--- config.mk ---
export PLATFORM = sky130hd
export DESIGN_NAME = laser_echo_measure
export DESIGN_NICKNAME = d
export VERILOG_FILES = /design/src/rtl/laser_pkg.sv /design/src/rtl/laser_echo_sync_filter.sv /design/src/rtl/laser_echo_measure.sv
export SDC_FILE = /design/constraint.sdc
export NUM_CORES = 1
export LEC_CHECK = 0
export ABC_AREA = 1
export ABC_CLOCK_PERIOD_IN_PS = 2400
export BUFFER_PORTS_ARGS = -buffer_cell sky130_fd_sc_hd__buf_2
export CAP_MARGIN = 20
export CELL_PAD_IN_SITES_DETAIL_PLACEMENT = 0
export CELL_PAD_IN_SITES_GLOBAL_PLACEMENT = 1
export CORE_AREA = 8 8 143 145
export DETAILED_ROUTE_END_ITERATION = 10
export DIE_AREA = 0 0 151 153
export PLACE_DENSITY_LB_ADDON = 0.1
export SLEW_MARGIN = 20
export SYNTH_ARGS = -nofsm -noshare
export SYNTH_HDL_FRONTEND = slang
export SYNTH_SLANG_ARGS = --single-unit
--- constraint.sdc ---
create_clock -name clock -period 2.4 [get_ports clock]
set_clock_uncertainty 0.05 [all_clocks]
set_input_delay 0.24 -clock clock [delete_from_list [all_inputs] [get_ports clock]]
set_output_delay 0.24 -clock clock [all_outputs]
set_load 0.02 [all_outputs]
--- src/rtl/laser_pkg.sv ---
// Shared types and default constants for the laser echo receiver.
package laser_pkg;

  typedef enum logic [1:0] {
    IDLE = 2'd0,
    HIGH = 2'd1,
    LOW  = 2'd2
  } state_t;

  localparam int unsigned DEF_CNT_W          = 32;
  localparam int unsigned DEF_TIMEOUT_CYCLES = 2000000;
  localparam int unsigned ECHO_COUNT_W       = 16;

endpackage

--- src/rtl/laser_echo_sync_filter.sv ---
// Echo input conditioning: 2-flop synchroniser, optional glitch filter, edge detector.
// Optional glitch filter enabled by defining LASER_ECHO_GLITCH_FILTER_EN.
module laser_echo_sync_filter #(
  parameter int unsigned FILTER_LEN = 4
) (
  input  logic clock,
  input  logic reset_n,
  input  logic echo_in,
  output logic rise,
  output logic fall
);

`ifdef LASER_ECHO_GLITCH_FILTER_EN
  localparam bit USE_FILTER = 1'b1;
`else
  localparam bit USE_FILTER = 1'b0;
`endif

  logic sync1;
  logic sync2;
  logic level;
  logic prev;

  // Two-stage synchroniser for the asynchronous comparator output.
  always_ff @(posedge clock or negedge reset_n) begin
    if (!reset_n) begin
      sync1 <= 1'b0;
      sync2 <= 1'b0;
    end else begin
      sync1 <= echo_in;
      sync2 <= sync1;
    end
  end

  generate
    if (USE_FILTER && (FILTER_LEN > 0)) begin : g_filter
      localparam int unsigned RUN_W = (FILTER_LEN > 1) ? $clog2(FILTER_LEN) : 1;
      logic [RUN_W-1:0] run_cnt;
      logic             filt;

      // Level follows the synchroniser only after FILTER_LEN consecutive differing samples.
      always_ff @(posedge clock or negedge reset_n) begin
        if (!reset_n) begin
          run_cnt <= '0;
          filt    <= 1'b0;
        end else if (sync2 == filt) begin
          run_cnt <= '0;
        end else if (run_cnt == RUN_W'(FILTER_LEN - 1)) begin
          run_cnt <= '0;
          filt    <= sync2;
        end else begin
          run_cnt <= run_cnt + RUN_W'(1);
        end
      end

      assign level = filt;
    end else begin : g_raw
      assign level = sync2;
    end
  endgenerate

  // Previous-sample flop for edge detection.
  always_ff @(posedge clock or negedge reset_n) begin
    if (!reset_n) begin
      prev <= 1'b0;
    end else begin
      prev <= level;
    end
  end

  assign rise = level & ~prev;
  assign fall = ~level & prev;

endmodule

--- src/rtl/laser_echo_measure.sv ---
// Echo high-time / period measurement with lost-train timeout.
// Optional glitch filter enabled by defining LASER_ECHO_GLITCH_FILTER_EN.
module laser_echo_measure
  import laser_pkg::*;
#(
  parameter int unsigned CNT_W          = DEF_CNT_W,
  parameter int unsigned TIMEOUT_CYCLES = DEF_TIMEOUT_CYCLES,
  parameter int unsigned FILTER_LEN     = 4
) (
  input  logic                    clock,
  input  logic                    reset_n,
  input  logic                    enable,
  input  logic                    echo_in,
  output logic [CNT_W-1:0]        width_out,
  output logic [CNT_W-1:0]        period_out,
  output logic                    meas_valid,
  output logic                    timeout,
  output logic [ECHO_COUNT_W-1:0] echo_count
);

  localparam logic [CNT_W-1:0] ONE = CNT_W'(1);
  localparam logic [CNT_W-1:0] TMO = CNT_W'(TIMEOUT_CYCLES);

  state_t           state, state_d;
  logic [CNT_W-1:0] width_cnt, width_d;
  logic [CNT_W-1:0] per_cnt, per_d;
  logic [CNT_W-1:0] width_inc, per_inc;
  logic             rise, fall;
  logic             capture, set_to, clr_to;

  laser_echo_sync_filter #(
    .FILTER_LEN(FILTER_LEN)
  ) u_sync (
    .clock  (clock),
    .reset_n(reset_n),
    .echo_in(echo_in),
    .rise   (rise),
    .fall   (fall)
  );

  assign width_inc = (width_cnt == '1) ? width_cnt : width_cnt + ONE;
  assign per_inc   = (per_cnt == '1) ? per_cnt : per_cnt + ONE;

  // Next-state and counter update; a closing rise takes priority over timeout in LOW.
  always_comb begin
    state_d = state;
    width_d = width_cnt;
    per_d   = per_cnt;
    capture = 1'b0;
    set_to  = 1'b0;
    clr_to  = 1'b0;
    if (!enable) begin
      state_d = IDLE;
      width_d = '0;
      per_d   = '0;
      clr_to  = 1'b1;
    end else begin
      case (state)
        IDLE: begin
          if (rise) begin
            state_d = HIGH;
            width_d = ONE;
            per_d   = ONE;
          end
        end
        HIGH: begin
          if (per_cnt >= TMO) begin
            state_d = IDLE;
            set_to  = 1'b1;
            width_d = '0;
            per_d   = '0;
          end else begin
            per_d = per_inc;
            if (fall) begin
              state_d = LOW;
            end else begin
              width_d = width_inc;
            end
          end
        end
        LOW: begin
          if (rise) begin
            capture = 1'b1;
            state_d = HIGH;
            width_d = ONE;
            per_d   = ONE;
          end else if (per_cnt >= TMO) begin
            state_d = IDLE;
            set_to  = 1'b1;
            width_d = '0;
            per_d   = '0;
          end else begin
            per_d = per_inc;
          end
        end
        default: begin
          state_d = IDLE;
          width_d = '0;
          per_d   = '0;
        end
      endcase
    end
  end

  // State, counters and published results.
  always_ff @(posedge clock or negedge reset_n) begin
    if (!reset_n) begin
      state      <= IDLE;
      width_cnt  <= '0;
      per_cnt    <= '0;
      width_out  <= '0;
      period_out <= '0;
      meas_valid <= 1'b0;
      timeout    <= 1'b0;
      echo_count <= '0;
    end else begin
      state      <= state_d;
      width_cnt  <= width_d;
      per_cnt    <= per_d;
      meas_valid <= capture;
      if (capture) begin
        width_out  <= width_cnt;
        period_out <= per_cnt;
        echo_count <= echo_count + ECHO_COUNT_W'(1);
      end
      if (set_to) begin
        timeout <= 1'b1;
      end else if (capture || clr_to) begin
        timeout <= 1'b0;
      end
    end
  end

endmodule
==> qor.csv <==
stage,metric,value,unit
run_status,status,finished clean,
timing,setup_viol,0,
clock_tree,clk_latency,430,ps
timing,fin_tns_setup,0,ps
yosys,syn_avg_cell_area,7.665,sq um
detailed_routing,drt_pass1_iterations,8,
min_path,hold_path.class,primary input to flop,
place,dp_hpwl,15.37,mm
yosys,syn-num-nets,1034,
power_and_ir_drop,leakagePower,0.004493,uW
detailed_routing,vias,6821,
critical_path,crit_arrival,2370,ps
clock_tree,cts_max_path_buffers,2,
grt,overflow,0,
clock_tree,clkTransAtPathRegs,60,ps
yosys,synth-edff-count,0,
grt,grtUsageTotal,19.01,%
clock_tree,root_buffer,clkbuf_16,
die,num_rows,50,
yosys,synth_area,7834,sq um
critical_path,worstPathRequired,2630,ps
place,gp_congestion,0.8713,
die,die_x,151,um
yosys,synth.distinct_cells,36,
grt,grt_pass1_wl,35.06,mm
yosys,ys_ff_latch,151,
power_and_ir_drop,peakVddDrop,0.6766,mV
die,floorplan.initialDensity,42.88,%
die,die_h,153,um
power_and_ir_drop,powerDensity,934.3,nW/um^2
detailed_routing,viasPerCell,4.993,
detailed_routing,wire_per_inst,15.54,um
critical_path,critPathLaunchType,flop,
timing,rsz0062_at_grt,false,
critical_path,r2r-start,state[0],
clock_tree,numCtsBuffers,17,
critical_path,critPathKind,flop to flop,
timing,maxSlewViolCount,0,
critical_path,cp-end-kind,flop,
timing,worst_slew_pin_slew,686.4,ps
yosys,synth-seq-area-share,48.24,%
yosys,yosysTopAreaCell,dfrtp_1,
grt,grt_max_degree,82,
clock_tree,cts_tree,built,
finish,syn_to_final_growth,18.03,%
place,place_area,8588,sq um
timing,fmax,0.4663,GHz
detailed_routing,finalWirelength,21.23,mm
yosys,synth_ff_type,dfrtp_1,
min_path,min-delay-start,enable,
grt,grt_pass1_vias,6558,
yosys,yosys.area.top_type_share,48.24,%
clock_tree,clock-sinks,151,
place,io_buffers,85,
grt,antenna_found_initial,0,
critical_path,reg2reg_slack,260,ps
finish,diodes,0,
flow_run,maxCapViolCount,0,
timing,final-hold-violation-count,0,
yosys,ys_warn_count,0,
timing,relSlewSlack,54.24,%
clock_tree,htree_levels,4,
finish,drive_gt1_share,15.81,%
detailed_routing,drc_errors,0,
yosys,syn_inst,1022,
finish,final_nets,1131,
finish,stdcell_area,9246,sq um
die,io_pins,86,
critical_path,startpoint,state[0],
detailed_routing,detail-route-antenna-nets,0,
yosys,netlist_top_cells_area,"dfrtp_1 48%, nand2_1 15%, nor2_1 6.1%, o21ai_0 6.1%, inv_1 5.0%",
timing,finalCriticalPeriod,2144,ps
finish,final_core_util,50.62,%
die,core-area,18270,sq um
timing,fin_hold_ws,109.0,ps
timing,post-route-period-util,89.35,%
detailed_routing,drt_first_iter_violations,419,
die,die_area,23100,sq um
critical_path,crit_fanout,81,
yosys,async_flop_share,100.0,%
sequential cells by signal (all words and copies together) (netlist names):
register      count
timeout           1
meas_valid        1
u_sync.sync1      1
u_sync.prev       1
echo_count       16
u_sync.level      1
width_out        32
width_cnt        32
per_cnt          32
state             2
period_out       32
timing repair:
item | CTS | global route
resized for setup | 0 | 2
endpoints found under the setup margin | 0 | 17
endpoints found under the hold margin | 45 | 0
buffers inserted | 0 | 0
hold buffers | 2 | 0
area by class of cell:
cell class / count / area (sq um)
Clock inverter: 13 / 195.2
Sequential cell: 151 / 3779
Clock buffer: 19 / 432.9
Multi-Input combinational cell: 723 / 3430
Tap cell: 234 / 292.8
Timing Repair Buffer: 115 / 699.4
Inverter: 111 / 417.9
Fill cell: 1847 / 9021
routing by layer:
metal,vias to the layer above,track usage [%],share of wire [%]
li1,3470,-,-
met1,3183,27.79,51
met2,150,28.03,43
met3,18,3.513,4.7
met4,0,5.281,1.2
met5,-,0,0
worst max-delay path, cell delays in order, from the launching register on:
cell and delay (ps):
dfrtp_1 390, inv_1 80, ha_1 240, nand2_1 160, nor2_2 70, buf_4 200
clkinv_2 60, buf_4 510, o21ai_0 180
per-stage QoR:
stage	total power, uW	setup WS, ps	std cells
CTS	8747	86.04	1366
finish	8639	255.6	1366
detailed placement	5839	93.05	1332
global route	9137	15.33	1366
global placement	5810	72.50	1332
floorplan	4923	575.3	1022
synth_stat cells, drive strengths merged (2+ instances only):
cell and count:
a21oi 4, buf 21, clkbuf 16, clkinv 2
dfrtp 151, ha 8, inv 109, nand2 308
nand3 61, nand4 45, nor2 142, nor3 6
o21ai 113, o22ai 2, xnor2 8, xor2 18
final timing paths:
check / end / cells after the start
min in group asynchronous: period_out[10] / 2
worst max-delay path: width_out[26] / 8
max in group asynchronous: width_cnt[7] / 3
worst max register to register: width_out[26] / 8
worst min register to register: u_sync.level / 0
worst min-delay path: width_cnt[9] / 3
placed cells by master, fill, tap and decap left out, drive strengths merged:
cell / count
and3: 1
buf: 113
inv: 111
a22oi: 1
a21oi: 4
nor3: 6
clkinv: 6
o41ai: 1
nor2: 142
nand3b: 1
o211ai: 1
nand3: 61
a31oi: 1
clkbuf: 19
nand4: 45
nand2: 308
ha: 8
o21ai: 113
xor2: 18
xnor2: 8
clkinvlp: 3
a32oi: 1
dlygate4sd3: 2
bufinv: 4
nor3b: 1
dfrtp: 151
o22ai: 2
cells by family after synthesis:
group	share of synthesized area, %
adders and majority gates	1.278
AOI/OAI and AO/OA	8.465
and+or+nand+nor	31.00
xor gates and xnor gates	2.907
buffers and inverters	8.114
DFF	48.24
power by group:
part           internal [uW]  total [uW]  switching, uW
logic                    719        2400           1680
clock network           1750        2890           1130
registers               3060        3350            293
No activity file was read; power rests on OpenSTA's default activity.
